**src/rtl/arb_grant_ctrl.sv**
```systemverilog
// arb_grant_ctrl: takes the winner from an upstream fixed-priority arbiter,
// locks ownership for one burst of beats, and ends each burst with a one-cycle
// GAP. The burst ends either when its final beat completes or when the owner
// drops its request, which aborts the burst.
module arb_grant_ctrl #(
  parameter int LEN_W = 4
) (
  input  logic             clk,
  input  logic             rst,
  input  logic [3:0]       req,
  input  logic [2:0]       gnt_id,
  input  logic [LEN_W-1:0] burst_len,
  input  logic             beat_ready,
  output logic [3:0]       gnt,
  output logic [2:0]       owner_id,
  output logic             busy,
  output logic             beat_valid,
  output logic             beat_last,
  output logic [LEN_W-1:0] beat_cnt,
  output logic             xfer_done,
  output logic             xfer_abort
);

  typedef enum logic [1:0] {
    S_IDLE = 2'd0,
    S_BUSY = 2'd1,
    S_GAP  = 2'd2
  } state_t;

  localparam logic [2:0] NO_OWNER = 3'd4;

  state_t           r_state, w_state_next;
  logic [2:0]       r_owner, w_owner_next;
  logic [LEN_W-1:0] r_len, w_len_next;
  logic [LEN_W-1:0] r_cnt, w_cnt_next;

  logic w_grant_ok;
  logic w_owner_req;
  logic w_last;
  logic w_accept;
  logic w_done;
  logic w_abort;

  // Qualify the upstream winner and decode beat handshakes from registered state
  always_comb begin
    // gnt_id 4..7 has bit 2 set: "none" or invalid, never a grant
    w_grant_ok  = (gnt_id[2] == 1'b0) && req[gnt_id[1:0]];
    w_owner_req = req[r_owner[1:0]];
    w_last      = (r_state == S_BUSY) && (r_cnt == r_len);
    w_accept    = (r_state == S_BUSY) && beat_ready;
    w_done      = w_accept && w_last;
    // A final beat completing in the same cycle wins over the request drop
    w_abort     = (r_state == S_BUSY) && !w_owner_req && !w_done;
  end

  // Next-state logic: grant capture, beat counting, burst termination
  always_comb begin
    w_state_next = r_state;
    w_owner_next = r_owner;
    w_len_next   = r_len;
    w_cnt_next   = r_cnt;
    case (r_state)
      S_IDLE: begin
        if (w_grant_ok) begin
          w_state_next = S_BUSY;
          w_owner_next = {1'b0, gnt_id[1:0]};
          w_len_next   = burst_len;
          w_cnt_next   = '0;
        end
      end
      S_BUSY: begin
        if (w_done || w_abort) begin
          // Counter returns to 0 in GAP so it never wraps past len_q
          w_state_next = S_GAP;
          w_cnt_next   = '0;
        end else if (w_accept) begin
          w_cnt_next = r_cnt + 1'b1;
        end
      end
      S_GAP: begin
        w_state_next = S_IDLE;
        w_owner_next = NO_OWNER;
      end
      default: begin
        w_state_next = S_IDLE;
        w_owner_next = NO_OWNER;
        w_cnt_next   = '0;
      end
    endcase
  end

  // State register with synchronous reset that overrides any burst in progress
  always_ff @(posedge clk) begin
    if (rst) begin
      r_state <= S_IDLE;
      r_owner <= NO_OWNER;
      r_len   <= '0;
      r_cnt   <= '0;
    end else begin
      r_state <= w_state_next;
      r_owner <= w_owner_next;
      r_len   <= w_len_next;
      r_cnt   <= w_cnt_next;
    end
  end

  // Output decode from registered state (done/abort also see this cycle's handshake)
  always_comb begin
    gnt        = (r_state == S_BUSY) ? (4'b0001 << r_owner[1:0]) : 4'b0000;
    owner_id   = r_owner;
    busy       = (r_state != S_IDLE);
    beat_valid = (r_state == S_BUSY);
    beat_last  = w_last;
    beat_cnt   = r_cnt;
    xfer_done  = w_done;
    xfer_abort = w_abort;
  end

endmodule

```
**config.mk**
```make
export PLATFORM = sky130hd
export DESIGN_NAME = arb_grant_ctrl
export DESIGN_NICKNAME = d
export VERILOG_FILES = /design/src/rtl/arb_grant_ctrl.sv
export SDC_FILE = /design/constraint.sdc
export NUM_CORES = 1
export LEC_CHECK = 0
export BUFFER_PORTS_ARGS = -buffer_cell sky130_fd_sc_hd__buf_2
export CAP_MARGIN = 20
export CORE_UTILIZATION = 46
export CTS_CLUSTER_DIAMETER = 50
export DETAILED_ROUTE_END_ITERATION = 10
export PLACE_DENSITY = 0.76
export RECOVER_POWER = 100
export SYNTH_ARGS = -nofsm -noshare
export SYNTH_HDL_FRONTEND = slang
export SYNTH_SLANG_ARGS = --single-unit
```
**constraint.sdc**
```tcl
create_clock -name clk -period 2.2 [get_ports clk]
set_clock_uncertainty 0.15 [all_clocks]
set_input_delay 0.22 -clock clk [delete_from_list [all_inputs] [get_ports clk]]
set_output_delay 0.22 -clock clk [all_outputs]
set_load 0.1 [all_outputs]
```
==> results of run 1 <==
-- final cells by class --
cell class / count / area [um2]
flip-flops and latches: 13 / 280
inverters: 5 / 22.5
clock buffers: 4 / 26.3
well taps: 16 / 20.0
fillers: 138 / 477
repair buffers: 30 / 171
multi-input cells: 64 / 527
-- registers in the layout (all words and copies together) (netlist names) --
signal / cells
r_state: 2
r_len: 4
owner_id: 3
beat_cnt: 4
-- critical path, cell delays in order, from the launching register on --
cell and delay (ns):
dfxtp_4 0.42, mux4_2 0.57, a211oi_4 0.16, buf_4 0.31
-- power groups by stage --
stage / clock [uW] / combinational (uW) / sequential (uW)
final: 147 / 218 / 256
after global routing: 161 / 232 / 258
after CTS: 152 / 218 / 256
after detailed placement: 0 / 218 / 261
after global placement: 0 / 215 / 260
after floorplan: 0 / 144 / 287
-- cells by family (layout without fill, tap and decap cells) --
group / Yosys count / after routing / share of synthesized area
adder cells (fa/ha/maj): 1 / 1 / 0.0164
AND/OR/NAND/NOR: 35 / 35 / 0.252
AO/OA/AOI/OAI: 13 / 13 / 0.133
flip-flops: 13 / 13 / 0.341
multiplexers: 11 / 11 / 0.167
buffers and inverters: 7 / 39 / 0.0442
XOR/XNOR: 4 / 4 / 0.0459
-- what timing repair did --
action,in CTS,in global routing
endpoints found under the setup margin,0,1
setup buffers,0,1
endpoints found under the hold margin,0,0
-- final timing paths --
kind                              startpoint           to  slack, ns  cells after the start
worst max-delay path             owner_id[0]   xfer_abort       0.09                      3
worst min-delay path            burst_len[3]     r_len[3]       0.03                      3
worst max register to register   owner_id[1]  beat_cnt[3]       0.39                      4
worst min register to register   owner_id[2]  owner_id[2]       0.33                      2
-- synthesized netlist by cell type, drive strengths merged --
| cell type | count |
|---|---|
| dfxtp | 13 |
| mux2i | 9 |
| nor2 | 9 |
| nand2 | 6 |
| inv | 5 |
| a21oi | 4 |
| xor2 | 4 |
| a211oi | 3 |
| nand2b | 3 |
| nand3b | 3 |
| nor3 | 3 |
| nand3 | 2 |
| o21ai | 2 |
| a32oi | 1 |
| and2 | 1 |
| and2b | 1 |
| and3 | 1 |
| buf | 1 |
| clkbuf | 1 |
| ha | 1 |
| mux2 | 1 |
| mux4 | 1 |
| nand4b | 1 |
| nand4bb | 1 |
| nor4 | 1 |
| o211ai | 1 |
| o22ai | 1 |
| o31ai | 1 |
| or2 | 1 |
| or3 | 1 |
| or4 | 1 |
-- through the flow --
| step | instance area [um2] | utilization | hold WS, ns | total power (uW) |
|---|---|---|---|---|
| 6_report | 1050 | 0.687 | 0.0328 | 620 |
| 5_1_grt | 1050 | 0.687 | 0.0583 | 650 |
| 4_1_cts | 1070 | 0.700 | 0.0317 | 626 |
| 3_5_place_dp | 1040 | 0.682 | 0.306 | 479 |
| 3_3_place_gp | 1040 | 0.682 | 0.302 | 475 |
| 2_1_floorplan | 845 | - | 0.148 | 430 |
-- metal layers --
layer	up-vias	GRT usage	share of wire
li1	365	-	-
met1	326	0.261	0.47
met2	19	0.379	0.48
met3	2	0.0426	0.049
met4	0	0.0875	0.0053
met5	-	0	0
==> Flow_metrics.wiki, run 1 <==
{| class="wikitable"
! Metric !! Value
|-
| Clk slew on worst S/H paths || roughly 0.080 ns
|-
| Row count || 14
|-
| Outcome || complete, no violations
|-
| Cell internal power dissipation || approximately 380 uW
|-
| Path type of the worst min-delay path || in -> reg
|-
| Total CTS buffers || 3
|-
| Initial antenna violation count || 0
|-
| H-Tree Depth || 1
|-
| TritonCTS clock tree || done
|-
| Global route total overflow || 0
|-
| Final hold viol count || 0
|-
| Antenna cell count || 0
|-
| Slew @ Worst Pin || between 1 and 1.5 ns
|-
| Most frequent cells in the layout || 15 x buf_2, 9 x mux2i_1, 8 x clkbuf_1, 7 x nor2_1, 7 x dfxtp_1
|-
| Post-cts gate resize count || 0
|-
| Post-Syn Instances || 84
|-
| Flop and latch count out of synthesis || 13
|-
| Power Dens Cells || between 500 and 600 mW/mm2
|-
| Via count || 712
|-
| CTS root buf || clkbuf_4
|-
| Max rail drop VDD || 549 uV
|-
| First-pass iteration count of the detailed router || 2
|-
| Setup repair after global routing missed its margin || false
|-
| Clock network fraction of design power || 0.236
|-
| Number of ports placed on the die boundary || 30
|-
| Final Worst Setup Slack || about 0.095 ns
|-
| Data arrival at the endpoint of the critical path || between 1.5 and 2 ns
|-
| Commonest non-fill, non-tap cell in the layout || buf_2
|-
| Setup TNS || 0 ns
|-
| Layout cell share with drive strength beyond 1 || 0.414
|-
| Post-CTS Hold Fix Bufs || 0
|-
| Std-Cell Core Area || about 0.0015 mm2
|-
| Leakage component of the power || ~0.00047 uW
|-
| Area share of the leading cell type in the synthesized netlist || 0.341
|-
| Average cell area after synthesis || 9.09 um2
|-
| Routed wirelength normalized by instance count || 12.9 um
|-
| X dimension of the die || ~43 um
|-
| Slew headroom || 0.226
|-
| Cell variety after synth || 33
|-
| Type of origin of the critical path || flop
|-
| Final Wtd Congestion || between 0.8 and 0.9
|-
| Synthesized net count || 99
|-
| Maximum number of pins on one net before global-route repair || 17
|-
| Critical path class || reg -> out
|-
| Sequential cell fraction of total power || 0.413
|-
| Vias in the first global route || around 730
|-
| Input/output buffers || 29
|-
| DP Wirelength || around 1.3 mm
|-
| Cell type contributing the most total cell area after synthesis || dfxtp_1
|-
| Switching pwr || 241 uW
|-
| Filler-free cell count of the finished design || between 100 and 150
|-
| DR DRC count || 0
|-
| Area growth from synthesis to layout || 37.2%
|-
| Warning count from the yosys run || 0
|-
| Antenna viol nets, final || 0
|-
| Sink count of the clock tree || 13
|-
| Worst-path fanout max || 9
|-
| Maximum clock frequency || approximately 480 MHz
|-
| Layout Nets || ~130
|-
| Top cells by area, synth || dfxtp_1 34%, mux2i_1 12%, xor2_1 4.6%
|-
| MaxCap Viol Count || 0
|-
| Post-synthesis instance area || about 760 um2
|-
| Overall routed net length || about 1.7 mm
|-
| Period minus WS final || 2.11 ns
|-
| Skew-Pair Late Insertion Delay || around 0.27 ns
|-
| Vertical extent of the die || about 43 um
|-
| Critical path capture point type || output pin
|-
| Part of the Yosys area used for sequential elements || 0.341
|-
| Drt first-iter violations || 7
|-
| Global-route wire length before repair || about 3.0 mm
|-
| Initial Utilization || 0.501
|-
| Combinational share of power || 0.351
|-
| Switching power as a share of total power || 0.388
|-
| Post-placement cell count || between 100 and 150
|-
| Setup violation total in the final timing report || 0
|-
| Global-route total usage across every layer || 0.219
|-
| Fin crit share || 0.957
|-
| Final-report max-slew violation count || 0
|-
| Total Die Area || about 0.0018 mm2
|-
| Setup WS pre-CTS || between 0.3 and 0.4 ns
|-
| Max clock buf depth || 2
|-
| Mean number of vias per cell || 5.39
|-
| CP required || approximately 1.8 ns
|}
No activity file was read; power rests on OpenSTA's default activity.
==> run 2: changes to the inputs <==
--- a/config.mk
+++ b/config.mk
@@ -5,13 +5,15 @@
 export SDC_FILE = /design/constraint.sdc
 export NUM_CORES = 1
 export LEC_CHECK = 0
+export ABC_AREA = 1
 export BUFFER_PORTS_ARGS = -buffer_cell sky130_fd_sc_hd__buf_2
 export CAP_MARGIN = 20
-export CORE_UTILIZATION = 46
+export CORE_UTILIZATION = 47
 export CTS_CLUSTER_DIAMETER = 50
 export DETAILED_ROUTE_END_ITERATION = 10
-export PLACE_DENSITY = 0.76
+export PLACE_DENSITY = 0.77
 export RECOVER_POWER = 100
+export SKIP_LAST_GASP = 1
 export SYNTH_ARGS = -nofsm -noshare
 export SYNTH_HDL_FRONTEND = slang
 export SYNTH_SLANG_ARGS = --single-unit
==> run 2 against run 1 <==
Effect of this change: highest routed layer unchanged; final cell count increased by 27%; die area rose by 1.2%; clock-buffer cell count down 1; via count up 17%.
==> Flow_metrics.wiki, run 2 <==
{| class="wikitable"
! Metric !! Value
|-
| Outcome || complete, no violations
|-
| Worst-path fanout max || 6 (-3)
|-
| Initial Utilization || 0.512 (+0.0114)
|-
| Sequential cell fraction of total power || 0.408 (-0.005)
|-
| CP required || 1.83 ns (about the same)
|-
| X dimension of the die || 43.0 um (+0.59%)
|-
| Post-Syn Instances || 120 (+43%)
|-
| Clock network fraction of design power || 0.224 (-0.012)
|-
| Sink count of the clock tree || 13 (unchanged)
|-
| Drt first-iter violations || 13 (+6)
|-
| Area occupied by multi-input gates || 494 um2 (-6.2%)
|-
| Critical register-to-register path startpoint || owner_id[0]
|-
| Final hold viol count || 0 (unchanged)
|-
| Global-route wire length before repair || 3.02 mm (-0.23%)
|-
| Initial antenna violation count || 0 (unchanged)
|-
| Input/output buffers || 29 (unchanged)
|-
| Footprint of the flip-flops and latches || 270 um2 (-3.6%)
|-
| Routed wirelength normalized by instance count || 10.9 um (-16%)
|-
| Commonest non-fill, non-tap cell in the layout || nand2_1
|-
| Period minus WS final || 2.06 ns (-0.0473 ns)
|-
| Cell variety after synth || 19 (-42%)
|-
| Layout cell share with drive strength beyond 1 || 0.355 (-0.0585)
|-
| Power Dens Cells || 627 mW/mm2 (+5.8%)
|-
| Antenna viol nets, final || 0 (unchanged)
|-
| Final-report max-slew violation count || 0 (unchanged)
|-
| H-Tree Depth || 1 (unchanged)
|-
| Total CTS buffers || 3 (unchanged)
|-
| Setup TNS || 0 ns (unchanged)
|-
| Maximum number of pins on one net before global-route repair || 10 (-7)
|-
| DR DRC count || 0 (unchanged)
|-
| Top cells by area, synth || dfxtp_1 33%, nand2_1 16%, a21oi_1 7.6%
|-
| Most frequent cells after synthesis || 33 x nand2_1, 16 x inv_1, 13 x dfxtp_1
|-
| Global route total overflow || 0 (unchanged)
|-
| Antenna cell count || 0 (unchanged)
|-
| Total Die Area || 0.00185 mm2 (+1.2%)
|-
| CTS root buf || clkbuf_4
|-
| Fin crit share || 0.935 (-0.0215)
|-
| First-pass iteration count of the detailed router || 5 (+3)
|-
| Clk slew on worst S/H paths || 0.08 ns (about the same)
|-
| Area growth from synthesis to layout || 30.6%
|-
| Vertical extent of the die || 43.0 um (+0.59%)
|-
| CP startpoint || r_state[0]
|-
| Setup violation total in the final timing report || 0 (unchanged)
|-
| Final Wtd Congestion || 0.856 (+6.1%)
|-
| Source of the worst hold timing path || burst_len[2]
|-
| Most common cell in the synthesized netlist || nand2_1
|-
| TritonCTS clock tree || done
|-
| Cell internal power dissipation || 369 uW (-2.8%)
|-
| Std-Cell Core Area || 0.00154 mm2 (+1.1%)
|-
| Leakage component of the power || 0.000505 uW (+6.8%)
|-
| Critical path class || reg -> out
|-
| Maximum clock frequency || 486 MHz (+2.3%)
|-
| Max clock buf depth || 2 (unchanged)
|-
| Async SR Flop Fraction || 0 (unchanged)
|-
| Number of ports placed on the die boundary || 30 (unchanged)
|-
| Critical path capture point type || output pin
|-
| Global-route total usage across every layer || 0.217 (-0.00199)
|-
| Row count || 14 (unchanged)
|-
| Slew headroom || 0.233 (+0.00769)
|-
| Flop and latch count out of synthesis || 13 (unchanged)
|-
| Part of the Yosys area used for sequential elements || 0.330 (-0.0113)
|-
| Slew @ Worst Pin || 1.15 ns (-0.0116 ns)
|-
| Via count || 836 (+17%)
|-
| Type of origin of the critical path || flop
|-
| Post-synthesis instance area || 790 um2 (+3.4%)
|-
| Area share of the leading cell type in the synthesized netlist || 0.330 (-0.0113)
|-
| Cell type contributing the most total cell area after synthesis || dfxtp_1
|-
| Warning count from the yosys run || 0 (unchanged)
|-
| Max rail drop VDD || 386 uV (-30%)
|-
| Setup repair after global routing missed its margin || false
|-
| Path type of the worst min-delay path || in -> reg
|-
| Post-CTS Hold Fix Bufs || 0 (unchanged)
|-
| Switching pwr || 277 uW (+15%)
|-
| Layout fillers || 157 (+14%)
|-
| Non-Filler Cell Area, Final || 0.00103 mm2 (-1.6%)
|-
| DP Wirelength || 1.48 mm (+10%)
|-
| Most frequently used flop master after synthesis || dfxtp_1
|-
| Number of enable flip-flop cells after synthesis || 0 (unchanged)
|-
| Switching power as a share of total power || 0.429 (+0.0411)
|-
| Overall routed net length || 1.83 mm (+7.3%)
|-
| Average cell area after synthesis || 6.58 um2 (-28%)
|-
| Post-cts gate resize count || 0 (unchanged)
|-
| Setup Buffers After CTS || 0 (unchanged)
|-
| MaxCap Viol Count || 0 (unchanged)
|-
| Combinational share of power || 0.368 (+0.017)
|-
| Vias in the first global route || 717 (-1.1%)
|-
| Skew-Pair Late Insertion Delay || 0.27 ns (about the same)
|-
| Filler-free cell count of the finished design || 168 (+27%)
|-
| Post-placement cell count || 164 (+29%)
|-
| Mean number of vias per cell || 4.98 (-7.7%)
|-
| Placed inst area || 0.00102 mm2 (-2.2%)
|-
| Data arrival at the endpoint of the critical path || 1.69 ns (-0.05 ns)
|-
| Synthesized net count || 135 (+36%)
|-
| Most frequent cells in the layout || 34 x nand2_1, 17 x inv_1, 14 x buf_2, 12 x a21oi_1
|-
| Layout Nets || 168 (+27%)
|}
## run 2: cell types whose count changed in the layout (fill, tap and decap cells not counted), moves of 5 or more
cell and change:
mux2i_1 -9, inv_1 +14, nor3_4 +5, nand2_1 +29
nand3_1 +6, a21oi_1 +8, dfxtp_2 +7, dfxtp_4 -5
## run 2: power by group through the flow
| stage | clock network [uW] | registers, uW | logic, uW |
|---|---|---|---|
| floorplan | 0 | 305 | 161 |
| global placement | 0 | 268 | 238 |
| detailed placement | 0 | 269 | 241 |
| CTS | 150 | 264 | 242 |
| global route | 167 | 265 | 252 |
| finish | 145 | 264 | 238 |
## run 2: cells by family after synthesis
| family | share of synthesized area |
|---|---|
| XOR/XNOR | 0.0333 |
| flip-flops | 0.330 |
| buffers and inverters | 0.0998 |
| adder cells (fa/ha/maj) | 0.0158 |
| AO/OA/AOI/OAI | 0.109 |
| AND/OR/NAND/NOR | 0.412 |
## run 2: critical path, cell delays in order, from the launching register on
cell and delay [ns]:
dfxtp_2 0.34, inv_2 0.05, nor2_4 0.15, inv_1 0.23
nor3_4 0.16, clkbuf_2 0.48
## run 2: cell type report
cell class                      instances  area share
Clock inverter                          1     0.00485
Multi-Input combinational cell         86       0.479
Inverter                               20      0.0728
Clock buffer                            3      0.0218
Sequential cell                        13       0.262
Tap cell                               16      0.0194
Timing Repair Buffer                   29       0.140
## run 2: final timing paths
path | cells past startpoint | slack, ns | endpoint
min | 3 | 0.04 | r_len[2]
max | 5 | 0.14 | gnt[3]
min reg2reg | 2 | 0.33 | owner_id[2]
max reg2reg | 9 | 0.54 | beat_cnt[0]
## run 2: per-layer routing
metal | part of all wire | global-route usage | vias to the layer above
met5 | 0 | 0 | -
met1 | 0.49 | 0.286 | 369
met3 | 0.039 | 0.0511 | 4
met4 | 0.010 | 0.0727 | 0
li1 | - | - | 441
met2 | 0.46 | 0.345 | 22
## run 2: per-stage QoR
step                      setup WS [ns]  power (uW)  hold WS [ns]   util
after CTS                        0.0461         655        0.0301  0.678
after floorplan                  -0.312         465         0.210      -
final                             0.142         646        0.0352  0.669
after detailed placement          0.361         510         0.306  0.660
after global routing             0.0374         685        0.0269  0.669
after global placement            0.380         506         0.292  0.660
